`src/rtl/mem_access.sv`:
```
// Memory-access stage: byte-serial loads/stores over an 8-bit controller port, registered write-back.
// Optional MEM_EARLY_REQ_EN: issue the byte-0 request from IDLE in the same cycle the op is seen.
module mem_access (
    input  logic        clk_in,
    input  logic        rst_in,
    input  logic        valid_in,
    input  logic        isLoad_in,
    input  logic        isStore_in,
    input  logic [2:0]  funct3_in,
    input  logic [31:0] aluResult_in,
    input  logic [31:0] storeData_in,
    input  logic        writeE_in,
    input  logic [4:0]  rd_in,
    output logic        memReq_out,
    output logic        memWr_out,
    output logic [31:0] memAddr_out,
    output logic [7:0]  memWData_out,
    input  logic        memGnt_in,
    input  logic [7:0]  memRData_in,
    output logic        stall_out,
    output logic        writeE_out,
    output logic [4:0]  writeIdx_out,
    output logic [31:0] writeData_out
);
    typedef enum logic [1:0] {IDLE, REQ, TAIL} state_t;

    state_t      state;
    logic [1:0]  cnt;
    logic [23:0] asm_buf;
    logic        rd_pend;

    logic        mem_op;
    logic        is_store;
    logic        early_req;
    logic        req;
    logic [1:0]  last_idx;
    logic [7:0]  wr_byte;
    logic [31:0] load_value;

    assign mem_op   = valid_in & (isLoad_in | isStore_in);
    assign is_store = isStore_in & ~isLoad_in;
    assign last_idx = {funct3_in[1], funct3_in[1] | funct3_in[0]};

`ifdef MEM_EARLY_REQ_EN
    assign early_req = (state == IDLE) & mem_op;
`else
    assign early_req = 1'b0;
`endif

    assign req          = ~rst_in & ((state == REQ) | early_req);
    assign memReq_out   = req;
    assign memWr_out    = req & is_store;
    assign memAddr_out  = req ? aluResult_in + {30'd0, cnt} : 32'd0;
    assign memWData_out = (req & is_store) ? wr_byte : 8'd0;
    assign stall_out    = ~rst_in & (((state == IDLE) & mem_op) | (state == REQ));

    // NOTE: every always_comb output gets a default first so no path can infer a latch.
    always_comb begin
        wr_byte = storeData_in[7:0];
        case (cnt)
            2'd1:    wr_byte = storeData_in[15:8];
            2'd2:    wr_byte = storeData_in[23:16];
            2'd3:    wr_byte = storeData_in[31:24];
            default: wr_byte = storeData_in[7:0];
        endcase
    end

    // The final byte is never buffered: it arrives on memRData_in during TAIL.
    always_comb begin
        load_value = {memRData_in, asm_buf};
        case (last_idx)
            2'd0:    load_value = {{24{~funct3_in[2] & memRData_in[7]}}, memRData_in};
            2'd1:    load_value = {{16{~funct3_in[2] & memRData_in[7]}}, memRData_in, asm_buf[7:0]};
            default: load_value = {memRData_in, asm_buf};
        endcase
    end

    // NOTE: sequential state uses non-blocking assignments only, so every reader sees pre-edge values.
    always_ff @(posedge clk_in) begin
        if (rst_in) begin
            // NOTE: the assembly buffer is reset too; it is small and a clean value eases debug.
            state         <= IDLE;
            cnt           <= 2'd0;
            asm_buf       <= 24'd0;
            rd_pend       <= 1'b0;
            writeE_out    <= 1'b0;
            writeIdx_out  <= 5'd0;
            writeData_out <= 32'd0;
        end else begin
            // Read data trails its grant by one cycle, independent of the current grant.
            rd_pend <= req & memGnt_in & ~is_store;
            case (state)
                IDLE: begin
                    if (mem_op) begin
                        writeE_out <= 1'b0;
`ifdef MEM_EARLY_REQ_EN
                        if (memGnt_in) begin
                            state <= (last_idx == 2'd0) ? TAIL : REQ;
                            cnt   <= (last_idx == 2'd0) ? 2'd0 : 2'd1;
                        end else begin
                            state <= REQ;
                            cnt   <= 2'd0;
                        end
`else
                        state <= REQ;
                        cnt   <= 2'd0;
`endif
                    end else begin
                        writeE_out    <= valid_in & writeE_in;
                        writeIdx_out  <= rd_in;
                        writeData_out <= aluResult_in;
                    end
                end
                REQ: begin
                    writeE_out <= 1'b0;
                    if (rd_pend) begin
                        case (cnt)
                            2'd1:    asm_buf[7:0]   <= memRData_in;
                            2'd2:    asm_buf[15:8]  <= memRData_in;
                            2'd3:    asm_buf[23:16] <= memRData_in;
                            default: ;
                        endcase
                    end
                    if (memGnt_in) begin
                        if (cnt == last_idx) begin
                            state <= TAIL;
                            cnt   <= 2'd0;
                        end else begin
                            cnt <= cnt + 2'd1;
                        end
                    end
                end
                TAIL: begin
                    state <= IDLE;
                    cnt   <= 2'd0;
                    if (is_store) begin
                        writeE_out <= 1'b0;
                    end else begin
                        writeE_out    <= writeE_in;
                        writeIdx_out  <= rd_in;
                        writeData_out <= load_value;
                    end
                end
                default: begin
                    state <= IDLE;
                    cnt   <= 2'd0;
                end
            endcase
        end
    end
endmodule
```
`config.mk`:
```
export PLATFORM = sky130hd
export DESIGN_NAME = mem_access
export DESIGN_NICKNAME = d
export VERILOG_FILES = /design/src/rtl/mem_access.sv
export SDC_FILE = /design/constraint.sdc
export NUM_CORES = 1
export LEC_CHECK = 0
export CAP_MARGIN = 20
export CORE_MARGIN = 5
export CORE_UTILIZATION = 48
export DETAILED_ROUTE_END_ITERATION = 6
export PLACE_DENSITY_LB_ADDON = 0.3
export SLEW_MARGIN = 10
export SYNTH_ARGS = -nofsm -noshare
export SYNTH_HDL_FRONTEND = slang
export SYNTH_SLANG_ARGS = --single-unit
```
`constraint.sdc`:
```
create_clock -name clk_in -period 5.65 [get_ports clk_in]
set_clock_uncertainty 0.15 [all_clocks]
set_input_delay 1.13 -clock clk_in [delete_from_list [all_inputs] [get_ports clk_in]]
set_output_delay 1.13 -clock clk_in [all_outputs]
set_load 0.05 [all_outputs]
```
==> qor.yml <==
status: "completed"
grt_pass1_vias: 4694
synthesis.nets: 662
fin_crit_sh_pct: 90.1
overflow: 0
vias_per_cell: 6.02
grt_use_met2_pct: 41.6
synth_cells: 564
syn-cell-area_um2: 4200
worstHoldPathType: "reg -> reg"
synth_seq_cells: 67
ys.flop_type: "dfxtp_1"
avgSynthCellArea_um2: 7.44
critPathLaunch: "aluResult_in[0]"
drive_gt1_share_pct: 6.98
synth.distinct_cells: 45
die_w_um: 104
multi_input_area_um2: 2650
drtIter0Drc: 540
cts_sinks: 67
setup_tns_ns: 0
use_met3_pct: 5.29
dp_hpwl_mm: 10.8
power_w: 0.00272
holdPathStages: 2
worstPathMaxFanout: 13
ys_seq_area_share_pct: 32.0
reg2regPathDepth: 6
crit_path_end_kind: "output pin"
antenna_found_initial: 0
cts_hold_buf: 0
met1_usage_pct: 33.7
slew_violations: 0
synth-edff-count: 0
ys.warnings.count: 0
clk_pin_slew_ns: 0.07
hold_slack_ns: 0.308
p_leak_nw: 2.32
syn2layout_area_growth_pct: 45.4
start_util_pct: 48.6
grt_use_total_pct: 25.9
antenna_cells: 0
ios: 168
hold_path_end: "writeData_out[2]"
crit_type: "in -> out"
r2r_start: "state[0]"
min_from: "writeData_out[2]"
routabilityCongestion: 0.851
first_pass_iters: 7
root_buffer: "clkbuf_8"
clockBufferDepth: 2
cts_setup_buffers: 0
worst_slew_pin_slew_ns: 0.737
grt_pass1_wl_mm: 23.5
vias: 4963
setup_viol: 0
grt_start_max_net_pins: 69
reg2reg_to: "writeE_out"
pwr_density_cell_nw_per_um2: 445
async_flop_share_pct: 0
fmax_mhz: 197
critPathArrivalTime_ns: 3.81
critPathLaunchType: "input port"
htreeDepth: 3
maxCapViolCount: 0
relSlewSlack_pct: 50.7
final_core_util_pct: 70.6
ir_drop_mv: 0.345
fin_nets: 809
clock_latency_ns: 0.34
io_buffers: 167
die-area_um2: 10700
regArea_um2: 1340
ff2ff_setup_slack_ns: 3.40
core_um2: 8640
grt_most_used_layer: "met2"
ant_nets: 0
num_rows: 34
drt-total-wl_mm: 14.5
rsz0062_at_grt: "false"
cp_data_required_time_ns: 4.37
cts_tree: "yes"
cts_buffers: 9
n_fill_cell: 715
fin_crit_ns: 5.09
die_y_um: 104
post_drt_wl_per_cell_um: 17.6
drc: 0
postCtsResizedCells: 0
final-hold-violation-count: 0
==> flip-flops by register name, indices dropped and copies added (netlist names) <==
signal	cells
asm_buf	24
writeData_out	32
cnt	2
rd_pend	1
writeIdx_out	5
state	2
writeE_out	1
==> critical path, stage by stage <==
cell and delay, ns:
clkdlybuf4s50_1 0.50, ha_1 0.20, fa_1 0.26, nand4_1 0.20
or2_2 0.46, xnor2_1 0.16, nor2_1 0.08, clkdlybuf4s50_1 0.80
==> placed cells by master, fill, tap and decap left out, drive strengths merged, types with 3 or more instances in the layout <==
cell           instances
clkdlybuf4s50        150
nand2                 79
nor2                  70
a21oi                 70
dfxtp                 67
buf                   26
o21ai                 25
mux2i                 24
o221ai                22
and2                  17
inv                   16
or4                   13
nand3                 12
clkbuf                12
or3                   10
xnor2                 10
ha                    10
o31ai                  9
a311o                  9
a222oi                 8
nand4                  7
nor3                   6
nand2b                 5
nor4                   5
nor2b                  3
or2                    3
clkinvlp               3
==> synth_stat cells, drive strengths merged, types with 12 or more instances <==
| library cell | count | area, µm² |
|---|---|---|
| a21oi | 70 | 350 |
| and2 | 17 | 106 |
| clkbuf | 36 | 135 |
| dfxtp | 67 | 1340 |
| inv | 16 | 60.1 |
| mux2i | 24 | 240 |
| nand2 | 79 | 297 |
| nand3 | 12 | 65.1 |
| nor2 | 70 | 263 |
| o21ai | 25 | 125 |
| o221ai | 22 | 193 |
| or4 | 13 | 101 |
==> per-stage QoR <==
step	cell area [µm²]	cells	setup WS, ns
6_report	6100	824	0.562
3_3_place_gp	5870	806	0.636
2_1_floorplan	4200	564	0.924
4_1_cts	6080	822	0.562
5_1_grt	6100	824	0.370
3_5_place_dp	5870	806	0.562
==> worst max-delay path by stage <==
stage	to	depth (start not counted)
floorplan	memAddr_out[22]	7
global placement	memAddr_out[8]	8
global route	memAddr_out[8]	8
CTS	memAddr_out[8]	8
finish	memAddr_out[8]	8
detailed placement	memAddr_out[8]	8
==> per-layer routing <==
metal | wire [µm] | vias to the layer above
li1 | - | 2335
met4 | 468 | 0
met5 | 0 | -
met3 | 1450 | 45
met1 | 5750 | 2273
met2 | 6830 | 310
==> power by group <==
part           switching, W  total [W]  internal, W
registers         0.0000752   0.000669     0.000594
clock network      0.000185   0.000413     0.000228
logic               0.00107    0.00163     0.000559
total               0.00133    0.00272      0.00138
==> layout make-up <==
| type | count | area share, % |
|---|---|---|
| multi-input combinational | 440 | 43.4 |
| timing repair buffer | 177 | 28.0 |
| sequential | 67 | 22.0 |
| clock buffer | 11 | 2.48 |
| tap | 108 | 2.21 |
| clock inverter | 5 | 1.00 |
| inverter | 16 | 0.984 |
==> cell families after synthesis <==
kind of cell | after synthesis | synth area share (%)
and+or+nand+nor | 237 | 26.9
xor gates and xnor gates | 12 | 2.50
AOI/OAI and AO/OA | 156 | 24.2
muxes | 24 | 5.72
buffers and inverters | 57 | 5.31
DFF | 67 | 32.0
adders and majority gates | 11 | 3.46
(Power assumes the default switching activity.)
